$ cat src/rtl/io_bus_controller_if.sv
// Request/response, DMEM and device-slot signal bundle for io_bus_controller.
// The controller takes the slave view; the load/store stage and the memory/device side take master.
interface io_bus_controller_if #(
    parameter int DBITS          = 32,
    parameter int DMEM_ADDR_BITS = 13,
    parameter int DMEMWORDBITS   = 2,
    parameter int DEV_SEL_BITS   = 3
);
    logic                                   req_valid;
    logic                                   req_ready;
    logic                                   req_we;
    logic [DBITS-1:0]                       req_addr;
    logic [DBITS-1:0]                       req_wdata;
    logic                                   rsp_valid;
    logic [DBITS-1:0]                       rsp_rdata;
    logic                                   rsp_err;
    logic [DMEM_ADDR_BITS-DMEMWORDBITS-1:0] dmem_addr;
    logic [DBITS-1:0]                       dmem_wdata;
    logic                                   dmem_we;
    logic                                   dmem_re;
    logic [DBITS-1:0]                       dmem_rdata;
    logic [DEV_SEL_BITS-1:0]                dev_sel;
    logic                                   dev_valid;
    logic                                   dev_we;
    logic [DBITS-1:0]                       dev_wdata;
    logic                                   dev_ready;
    logic [DBITS-1:0]                       dev_rdata;

    modport slave (
        input  req_valid, req_we, req_addr, req_wdata, dmem_rdata, dev_ready, dev_rdata,
        output req_ready, rsp_valid, rsp_rdata, rsp_err,
        output dmem_addr, dmem_wdata, dmem_we, dmem_re,
        output dev_sel, dev_valid, dev_we, dev_wdata
    );

    modport master (
        output req_valid, req_we, req_addr, req_wdata, dmem_rdata, dev_ready, dev_rdata,
        input  req_ready, rsp_valid, rsp_rdata, rsp_err,
        input  dmem_addr, dmem_wdata, dmem_we, dmem_re,
        input  dev_sel, dev_valid, dev_we, dev_wdata
    );
endinterface

$ cat src/rtl/io_bus_controller.sv
// Memory-mapped I/O decoder: one outstanding load/store routed to DMEM, a device slot,
// or an error response. Every output is a register written by the single FSM block.
module io_bus_controller #(
    parameter int               DBITS          = 32,
    parameter int               DMEM_ADDR_BITS = 13,
    parameter int               DMEMWORDBITS   = 2,
    parameter int               DMEM_LAT       = 1,
    parameter logic [DBITS-1:0] IO_BASE        = 32'hf0000000,
    parameter int               NUM_DEV        = 8,
    parameter int               DEV_SEL_BITS   = 3,
    parameter int               TIMEOUT        = 16
) (
    input  logic               clk,
    input  logic               reset_n,
    io_bus_controller_if.slave bus
);
    localparam int                  CNT_BITS = $clog2(TIMEOUT + 1);
    localparam logic [DBITS:0]      IO_LO    = {1'b0, IO_BASE};
    localparam logic [DBITS:0]      IO_HI    = IO_LO + (DBITS+1)'(4 * NUM_DEV);
    localparam logic [CNT_BITS-1:0] CNT_MAX  = CNT_BITS'(TIMEOUT);

    typedef enum logic [1:0] {IDLE, MEM, DEV, RESP} stateT;

    stateT               state;
    logic                isStore;
    logic [DMEM_LAT:0]   vldPipe;
    logic [CNT_BITS-1:0] tmoCnt;

    logic                    hitMem;
    logic                    hitDev;
    logic [DEV_SEL_BITS-1:0] devSel;

    // Decode straight off the request so the strobes can be registered at the accept edge.
    always_comb begin
        hitMem = (bus.req_addr[DBITS-1:DMEM_ADDR_BITS] == '0) &&
                 (bus.req_addr[DMEMWORDBITS-1:0] == '0);
        hitDev = ({1'b0, bus.req_addr} >= IO_LO) && ({1'b0, bus.req_addr} < IO_HI) &&
                 (bus.req_addr[1:0] == 2'b00);
        devSel = DEV_SEL_BITS'((bus.req_addr - IO_BASE) >> 2);
    end

    always_ff @(posedge clk) begin
        if (!reset_n) begin
            state          <= IDLE;
            isStore        <= 1'b0;
            vldPipe        <= '0;
            tmoCnt         <= '0;
            bus.req_ready  <= 1'b1;
            bus.rsp_valid  <= 1'b0;
            bus.rsp_rdata  <= '0;
            bus.rsp_err    <= 1'b0;
            bus.dmem_addr  <= '0;
            bus.dmem_wdata <= '0;
            bus.dmem_we    <= 1'b0;
            bus.dmem_re    <= 1'b0;
            bus.dev_sel    <= '0;
            bus.dev_valid  <= 1'b0;
            bus.dev_we     <= 1'b0;
            bus.dev_wdata  <= '0;
        end else begin
            case (state)
                IDLE: begin
                    if (bus.req_valid) begin
                        bus.req_ready <= 1'b0;
                        isStore       <= bus.req_we;
                        if (hitMem) begin
                            state          <= MEM;
                            bus.dmem_addr  <= bus.req_addr[DMEM_ADDR_BITS-1:DMEMWORDBITS];
                            bus.dmem_wdata <= bus.req_wdata;
                            bus.dmem_we    <= bus.req_we;
                            bus.dmem_re    <= ~bus.req_we;
                            vldPipe        <= {{DMEM_LAT{1'b0}}, ~bus.req_we};
                        end else if (hitDev) begin
                            state         <= DEV;
                            bus.dev_sel   <= devSel;
                            bus.dev_we    <= bus.req_we;
                            bus.dev_wdata <= bus.req_wdata;
                            bus.dev_valid <= 1'b1;
                            tmoCnt        <= CNT_BITS'(1);
                        end else begin
                            state         <= RESP;
                            bus.rsp_valid <= 1'b1;
                            bus.rsp_err   <= 1'b1;
                        end
                    end
                end
                MEM: begin
                    // vldPipe[k-1] marks cycle k; read data is ready to capture at the end of cycle DMEM_LAT+1.
                    bus.dmem_we <= 1'b0;
                    bus.dmem_re <= 1'b0;
                    vldPipe     <= {vldPipe[DMEM_LAT-1:0], 1'b0};
                    if (isStore) begin
                        state         <= RESP;
                        bus.rsp_valid <= 1'b1;
                    end else if (vldPipe[DMEM_LAT]) begin
                        state         <= RESP;
                        bus.rsp_valid <= 1'b1;
                        bus.rsp_rdata <= bus.dmem_rdata;
                    end
                end
                DEV: begin
                    if (bus.dev_ready) begin
                        state         <= RESP;
                        bus.dev_valid <= 1'b0;
                        bus.dev_we    <= 1'b0;
                        bus.rsp_valid <= 1'b1;
                        bus.rsp_rdata <= isStore ? '0 : bus.dev_rdata;
                    end else if (tmoCnt == CNT_MAX) begin
                        state         <= RESP;
                        bus.dev_valid <= 1'b0;
                        bus.dev_we    <= 1'b0;
                        bus.rsp_valid <= 1'b1;
                        bus.rsp_err   <= 1'b1;
                    end else begin
                        tmoCnt <= tmoCnt + 1'b1;
                    end
                end
                RESP: begin
                    state         <= IDLE;
                    bus.rsp_valid <= 1'b0;
                    bus.rsp_rdata <= '0;
                    bus.rsp_err   <= 1'b0;
                    bus.req_ready <= 1'b1;
                end
                default: state <= IDLE;
            endcase
        end
    end
endmodule

$ cat src/flat_wrapper.sv
// flat-port wrapper written by rule: the top's interface ports become plain ports
module io_bus_controller_flat 
#(
    parameter int               DBITS          = 32,
    parameter int               DMEM_ADDR_BITS = 13,
    parameter int               DMEMWORDBITS   = 2,
    parameter int               DMEM_LAT       = 1,
    parameter logic [DBITS-1:0] IO_BASE        = 32'hf0000000,
    parameter int               NUM_DEV        = 8,
    parameter int               DEV_SEL_BITS   = 3,
    parameter int               TIMEOUT        = 16
)
  (clk, reset_n, bus_req_valid, bus_req_we, bus_req_addr, bus_req_wdata, bus_dmem_rdata, bus_dev_ready, bus_dev_rdata, bus_req_ready, bus_rsp_valid, bus_rsp_rdata, bus_rsp_err, bus_dmem_addr, bus_dmem_wdata, bus_dmem_we, bus_dmem_re, bus_dev_sel, bus_dev_valid, bus_dev_we, bus_dev_wdata);
  io_bus_controller_if #(.DBITS(DBITS), .DMEM_ADDR_BITS(DMEM_ADDR_BITS), .DMEMWORDBITS(DMEMWORDBITS), .DEV_SEL_BITS(DEV_SEL_BITS)) bus_i ();
  input  logic clk;
  input  logic reset_n;
  input wire logic [$bits(bus_i.req_valid)-1:0] bus_req_valid;
  input wire logic [$bits(bus_i.req_we)-1:0] bus_req_we;
  input wire logic [$bits(bus_i.req_addr)-1:0] bus_req_addr;
  input wire logic [$bits(bus_i.req_wdata)-1:0] bus_req_wdata;
  input wire logic [$bits(bus_i.dmem_rdata)-1:0] bus_dmem_rdata;
  input wire logic [$bits(bus_i.dev_ready)-1:0] bus_dev_ready;
  input wire logic [$bits(bus_i.dev_rdata)-1:0] bus_dev_rdata;
  output wire logic [$bits(bus_i.req_ready)-1:0] bus_req_ready;
  output wire logic [$bits(bus_i.rsp_valid)-1:0] bus_rsp_valid;
  output wire logic [$bits(bus_i.rsp_rdata)-1:0] bus_rsp_rdata;
  output wire logic [$bits(bus_i.rsp_err)-1:0] bus_rsp_err;
  output wire logic [$bits(bus_i.dmem_addr)-1:0] bus_dmem_addr;
  output wire logic [$bits(bus_i.dmem_wdata)-1:0] bus_dmem_wdata;
  output wire logic [$bits(bus_i.dmem_we)-1:0] bus_dmem_we;
  output wire logic [$bits(bus_i.dmem_re)-1:0] bus_dmem_re;
  output wire logic [$bits(bus_i.dev_sel)-1:0] bus_dev_sel;
  output wire logic [$bits(bus_i.dev_valid)-1:0] bus_dev_valid;
  output wire logic [$bits(bus_i.dev_we)-1:0] bus_dev_we;
  output wire logic [$bits(bus_i.dev_wdata)-1:0] bus_dev_wdata;
  assign bus_i.req_valid = bus_req_valid;
  assign bus_i.req_we = bus_req_we;
  assign bus_i.req_addr = bus_req_addr;
  assign bus_i.req_wdata = bus_req_wdata;
  assign bus_i.dmem_rdata = bus_dmem_rdata;
  assign bus_i.dev_ready = bus_dev_ready;
  assign bus_i.dev_rdata = bus_dev_rdata;
  assign bus_req_ready = bus_i.req_ready;
  assign bus_rsp_valid = bus_i.rsp_valid;
  assign bus_rsp_rdata = bus_i.rsp_rdata;
  assign bus_rsp_err = bus_i.rsp_err;
  assign bus_dmem_addr = bus_i.dmem_addr;
  assign bus_dmem_wdata = bus_i.dmem_wdata;
  assign bus_dmem_we = bus_i.dmem_we;
  assign bus_dmem_re = bus_i.dmem_re;
  assign bus_dev_sel = bus_i.dev_sel;
  assign bus_dev_valid = bus_i.dev_valid;
  assign bus_dev_we = bus_i.dev_we;
  assign bus_dev_wdata = bus_i.dev_wdata;
  io_bus_controller #(.DBITS(DBITS), .DMEM_ADDR_BITS(DMEM_ADDR_BITS), .DMEMWORDBITS(DMEMWORDBITS), .DMEM_LAT(DMEM_LAT), .IO_BASE(IO_BASE), .NUM_DEV(NUM_DEV), .DEV_SEL_BITS(DEV_SEL_BITS), .TIMEOUT(TIMEOUT)) u_core (.clk(clk), .reset_n(reset_n), .bus(bus_i));
endmodule
$ cat config.mk
export PLATFORM = sky130hd
export DESIGN_NAME = io_bus_controller_flat
export DESIGN_NICKNAME = d
export VERILOG_FILES = /design/src/rtl/io_bus_controller_if.sv /design/src/rtl/io_bus_controller.sv /design/src/flat_wrapper.sv
export SDC_FILE = /design/constraint.sdc
export NUM_CORES = 1
export LEC_CHECK = 0
export CAP_MARGIN = 0
export CELL_PAD_IN_SITES_DETAIL_PLACEMENT = 1
export CELL_PAD_IN_SITES_GLOBAL_PLACEMENT = 2
export CORE_AREA = 3 3 150 152
export CTS_BUF_LIST = sky130_fd_sc_hd__clkbuf_4 sky130_fd_sc_hd__clkbuf_8
export DETAILED_ROUTE_END_ITERATION = 8
export DIE_AREA = 0 0 153 155
export PLACE_DENSITY_LB_ADDON = 0.05
export SYNTH_ARGS = -nofsm -noshare
export SYNTH_HDL_FRONTEND = slang
export SYNTH_SLANG_ARGS = --single-unit
$ cat constraint.sdc
create_clock -name clk -period 6.05 [get_ports clk]
set_input_delay 1.815 -clock clk [delete_from_list [all_inputs] [get_ports clk]]
set_output_delay 1.815 -clock clk [all_outputs]
set_load 0.02 [all_outputs]
Word level (Yosys, flattened, before mapping)
Cells that the tools add are included.
{"block": "word_totals", "reg_bits": 127, "latchBits": 0, "ram_bits": 0, "mem_bits_ro": 0, "in_bits": 133, "output_inout_bits": 117, "memories": 0}
{"block": "classes", "add_sub_neg": 2, "n_mul": 0, "n_div": 0, "order_cmp": 2, "n_eq_ne": 17, "shift": 0, "mux": 50, "n_bitwise": 2, "n_reduce_logical": 22}
{"cell": "32-bit two-way mux", "count": 4}
{"cell": "32-bit case mux with 3 select lines", "count": 1}
{"cell": "32-bit >= comparator (second input constant)", "count": 1}
{"cell": "32-bit less-than comparator (second input constant)", "count": 1}
{"cell": "5-bit two-way mux", "count": 5}
{"cell": "1-bit two-way mux", "count": 22}
{"cell": "19-bit logical NOT", "count": 1}
{"cell": "2-bit two-way mux", "count": 8}
{"cell": "2-bit != test (second input constant)", "count": 7}
{"cell": "6-bit AND reduction", "count": 2}
{"cell": "1-bit case mux with 2 select lines", "count": 5}
{"cell": "5-bit case mux with 2 select lines", "count": 1}
{"cell": "5-bit AND reduction", "count": 2}
{"cell": "3-bit AND reduction", "count": 3}
{"cell": "2-bit by 1-bit != test with 1-bit output (second input constant)", "count": 4}
{"cell": "2-bit case mux with 4 select lines", "count": 1}
{"cell": "4-bit AND reduction", "count": 2}
{"cell": "2-bit nonzero test", "count": 3}
{"cell": "3-bit nonzero test", "count": 2}
{"cell": "5-bit by 1-bit adder with 5-bit output (second input constant)", "count": 1}
{"cell": "5-bit == test (second input constant)", "count": 1}
{"cell": "5-bit by 1-bit subtractor with 5-bit output (second input constant)", "count": 1}
{"cell": "2-bit == test (second input constant)", "count": 2}
{"cell": "2-bit logical NOT", "count": 2}
{"cell": "9 further kinds", "count": 13}

Logic depth before layout (Yosys ltp)
{"block": "depth", "depth_word": 7, "ltp_mapped": 9}

Least setup slack after synthesis
OpenSTA, ideal clock, no wires.
{"block": "synth_timing", "path_kind": "input to register", "start": "input bus_req_addr[19]", "end": "register u_core.bus.dev_wdata[16]", "setup_time_ns": 0.066, "t_arrival_ns": 3.453, "required_time_ns": 5.984, "slack_ns": 2.531, "cell_stages": 7, "n_path_buf": 2, "path_cell_list": "or4_4 nor4_4 and4_4 buf_12 buf_12 nand2_2 a21boi_2"}
{"block": "synth_via", "elab_chain_cells": 4, "elab_cells_between_ends": 8, "classes_between": "order compare: 2; bitwise: 1; reduce/logical: 5"}
{"item": "start, declared", "line_no": "flat_wrapper.sv:19", "rtl": "input wire logic [$bits(bus_i.req_addr)-1:0] bus_req_addr;"}
{"item": "32-bit >= comparator (tied with other cells)", "line_no": "io_bus_controller.sv:37", "rtl": "hitDev = ({1'b0, bus.req_addr} >= IO_LO) && ({1'b0, bus.req_addr} < IO_HI) &&"}
{"item": "1-bit logical AND, on equally long branches", "line_no": "io_bus_controller.sv:37, io_bus_controller.sv:35"}
{"item": "1-bit logical AND / 1-bit inverter (equally long branches)"}
{"item": "4-bit AND reduction (no source line) *"}
{"item": "end signal, assigned", "line_no": "io_bus_controller.sv:77", "rtl": "bus.dev_wdata <= bus.req_wdata;"}
{"item": "end, declared", "line_no": "io_bus_controller_if.sv:33", "rtl": "output dev_sel, dev_valid, dev_we, dev_wdata"}
Mark *: on every way between the ends. The rest lies on a longest branch, timed or not.
A chain may end at the register's enable or synchronous reset.

Worst setup path after layout
{"block": "layout_timing", "start": "input bus_req_addr[6]", "end": "register u_core.tmoCnt[3]"}
{"block": "layout_via", "elab_chain_cells": 5, "elab_cells_between_ends": 6, "classes_between": "order compare: 2; eq/ne: 1; reduce/logical: 3"}
{"item": "32-bit >= comparator / 32-bit less-than comparator (equally long branches)", "line_no": "io_bus_controller.sv:37"}
{"item": "1-bit logical AND * (2 in a row)", "line_no": "io_bus_controller.sv:37"}
{"item": "2-bit by 1-bit != test with 1-bit output (no source line) *"}
{"item": "6-bit AND reduction (no source line) *"}
{"item": "end signal, assigned", "line_no": "io_bus_controller.sv:115", "rtl": "tmoCnt <= tmoCnt + 1'b1;"}
{"item": "end, declared", "line_no": "io_bus_controller.sv:27", "rtl": "logic [CNT_BITS-1:0] tmoCnt;"}
Marked as above.

==> flow_metrics.env <==
export IMPL_synth_edf_count=0
export IMPL_grt_pass1_vias=5693
export IMPL_cts_max_level=4
export IMPL_start_util=0.260
export IMPL_overflow=0
export IMPL_n_antenna_cell=0
export IMPL_setup_tns_ns=0
export IMPL_synth_distinct_cells=45
export IMPL_area_delta_synth_final_pct=56.0
export IMPL_drt_iter0_drc=105
export IMPL_path_max_fanout=16
export IMPL_dieArea_sq_mm=0.0237
export IMPL_avgSynthCellArea_sq_um=9.08
export IMPL_drt_total_wl_microns=18800
export IMPL_yosysSeqAreaShare=0.458
export IMPL_nets=976
export IMPL_first_pass_iters=4
export IMPL_status="finished, final reports clean"
export IMPL_place_hpwl_microns=13600
export IMPL_wl_met1_microns=8100
export IMPL_cts_resized=0
export IMPL_async_flop_share=0
export IMPL_grt_usage=0.158
export IMPL_post_cts_setup_buffers=0
export IMPL_relSlewSlack=0.386
export IMPL_clock_sinks=126
export IMPL_min_path_type="reg2reg"
export IMPL_row_count=53
export IMPL_core_area_sq_mm=0.0212
export IMPL_cts_root_buf="clkbuf_8"
export IMPL_worstSetupStartpointType="input port"
export IMPL_hold_viol=0
export IMPL_fmax_mhz=242
export IMPL_arrival_ns=4.44
export IMPL_clk_insertion_delay_late_ns=0.44
export IMPL_final_cell_area_sq_mm=0.00860
export IMPL_place_inst=1092
export IMPL_layout_setup_ws_ns=1.91
export IMPL_powerDensity_mw_per_mm2=312
export IMPL_finalClockSkew_ns=0.0123
export IMPL_finalNonFillerCells=1124
export IMPL_synth_seq_cells=126
export IMPL_wl_met2_microns=8960
export IMPL_num_vias=5160
export IMPL_hold_buffers=0
export IMPL_viasPerCell=4.59
export IMPL_numCtsBuffers=17
export IMPL_wl_per_cell_microns=16.7
export IMPL_synth_cells=607
export IMPL_clk_pin_slew_ns=0.08
export IMPL_ant_nets=0
export IMPL_peakVddDrop_v=0.000133
export IMPL_critPathCaptureType="flip-flop"
export IMPL_synth_fp_nets=747
export IMPL_cts_tree="built"
export IMPL_worstMarginPinSlew_ns=0.921
export IMPL_fin_crit_ns=4.14
export IMPL_grt_max_degree=74
export IMPL_syn_cell_area_sq_mm=0.00551
export IMPL_route_detailed_drc=0
export IMPL_synthFlopType="dfxtp_1"
export IMPL_p_leak_nw=3.22
export IMPL_rsz0062_at_grt="no"
export IMPL_final_cell_mix="clkdlybuf4s50_1, nand2_1, dfxtp_1"
export IMPL_yosys_warnings=0
export IMPL_placed_area_sq_mm=0.00815
export IMPL_wl_met3_microns=1520
export IMPL_io_pins=250
export IMPL_antenna_found_initial=0
export IMPL_slew_viol_final=0
export IMPL_cts_max_path_buffers=2
export IMPL_gp_congestion=0.734
export IMPL_setup_viol=0
export IMPL_final_common_cell="clkdlybuf4s50_1"
export IMPL_fill_cells=2396
export IMPL_fin_crit_sh=0.684
export IMPL_maxCapViolCount=0
export IMPL_dieHeight_microns=155
export IMPL_top_layer_used="met4"
export IMPL_critical_path_class="in2reg"
export IMPL_preCtsSetupSlack_ns=1.41
export IMPL_io_buffers=249
export IMPL_drive_above_1_share=0.110
export IMPL_crit_required_ns=6.35
export IMPL_die_w_microns=153
export IMPL_grt_pass1_wl_microns=30200
-- state kept, by name, summed over array words and instances (netlist names), 2 cells and up --
name and count:
u_core.bus.dev_wdata 32, u_core.bus.dmem_wdata 32, u_core.bus.rsp_rdata 32, u_core.bus.dmem_addr 11
u_core.tmoCnt 5, u_core.bus.dev_sel 3, u_core.state 2, u_core.vldPipe 2
-- final cells by class --
class / instances / area, sq um / share of cell area
well taps: 275 / 344 / 0.0400
flip-flops and latches: 126 / 2520 / 0.293
repair buffers: 255 / 2530 / 0.295
inverters: 4 / 15.0 / 0.00175
clock inverters: 13 / 186 / 0.0217
multi-input cells: 432 / 2730 / 0.318
clock buffers: 19 / 262 / 0.0304
-- power breakdown --
| part | leakage (nW) | total [mW] | switching, mW | internal [mW] |
|---|---|---|---|---|
| logic | 1.97 | 0.882 | 0.468 | 0.414 |
| registers | 1.02 | 0.970 | 0.0509 | 0.919 |
| clock network | 0.226 | 0.831 | 0.358 | 0.474 |
-- worst paths after layout --
check | start | end | slack, ns | depth (start not counted)
setup / recovery | bus_req_addr[6] | u_core.tmoCnt[3] | 1.91 | 6
hold / removal | u_core.bus.dev_wdata[8] | u_core.bus.dev_wdata[8] | 0.46 | 2
setup reg to reg | u_core.state[0] | u_core.bus.dmem_addr[7] | 3.54 | 6
hold reg to reg | u_core.bus.dev_wdata[8] | u_core.bus.dev_wdata[8] | 0.46 | 2
-- critical path: stages --
cell and delay, ns:
clkdlybuf4s50_1 0.42, or4_1 0.66, nor4_4 0.44, nand4_2 0.50
o21ai_0 0.53, a21oi_1 0.07
-- layer usage --
layer  GRT usage  vias to the layer above
li1            -                     2550
met1       0.188                     2428
met2       0.267                      170
met3      0.0651                       12
met4      0.0407                        0
met5           0                        -
-- through the flow --
step / hold WS [ns] / power [mW] / util
final: 0.461 / 2.68 / 0.406
after global routing: 0.478 / 2.87 / 0.406
after CTS: 0.465 / 2.73 / 0.406
after detailed placement: 0.453 / 1.88 / 0.385
after global placement: 0.444 / 1.86 / 0.385
after floorplan: 0.453 / 1.50 / -
-- cell usage after synthesis (2+ instances only) --
library cell	number	area share
a211oi_1	2	0.0027
a21boi_0	52	0.071
a21boi_2	30	0.061
a21oi_1	8	0.0073
a22oi_1	32	0.044
buf_12	2	0.0073
buf_6	4	0.0082
buf_8	2	0.0054
clkbuf_1	34	0.023
dfxtp_1	126	0.46
ha_1	7	0.016
inv_1	4	0.0027
mux2i_1	4	0.0073
nand2_1	190	0.13
nand2_2	10	0.011
nand2b_1	3	0.0034
nand3_1	4	0.0036
nand3b_1	2	0.0027
nand4_1	4	0.0045
nor2_1	7	0.0048
nor2b_1	9	0.010
o211a_1	32	0.058
o21ai_0	8	0.0073
o22ai_1	2	0.0023
or3_1	5	0.0057
or4_1	4	0.0054
or4_4	2	0.0041
-- logic make-up after synthesis --
group,after synthesis,share of synthesized area
AOI/OAI and AO/OA,169,0.258
muxes,4,0.00727
buffers and inverters,49,0.0497
adders and majority gates,7,0.0159
and+or+nand+nor,252,0.211
DFF,126,0.458
Power figures use the tool's default switching activity.
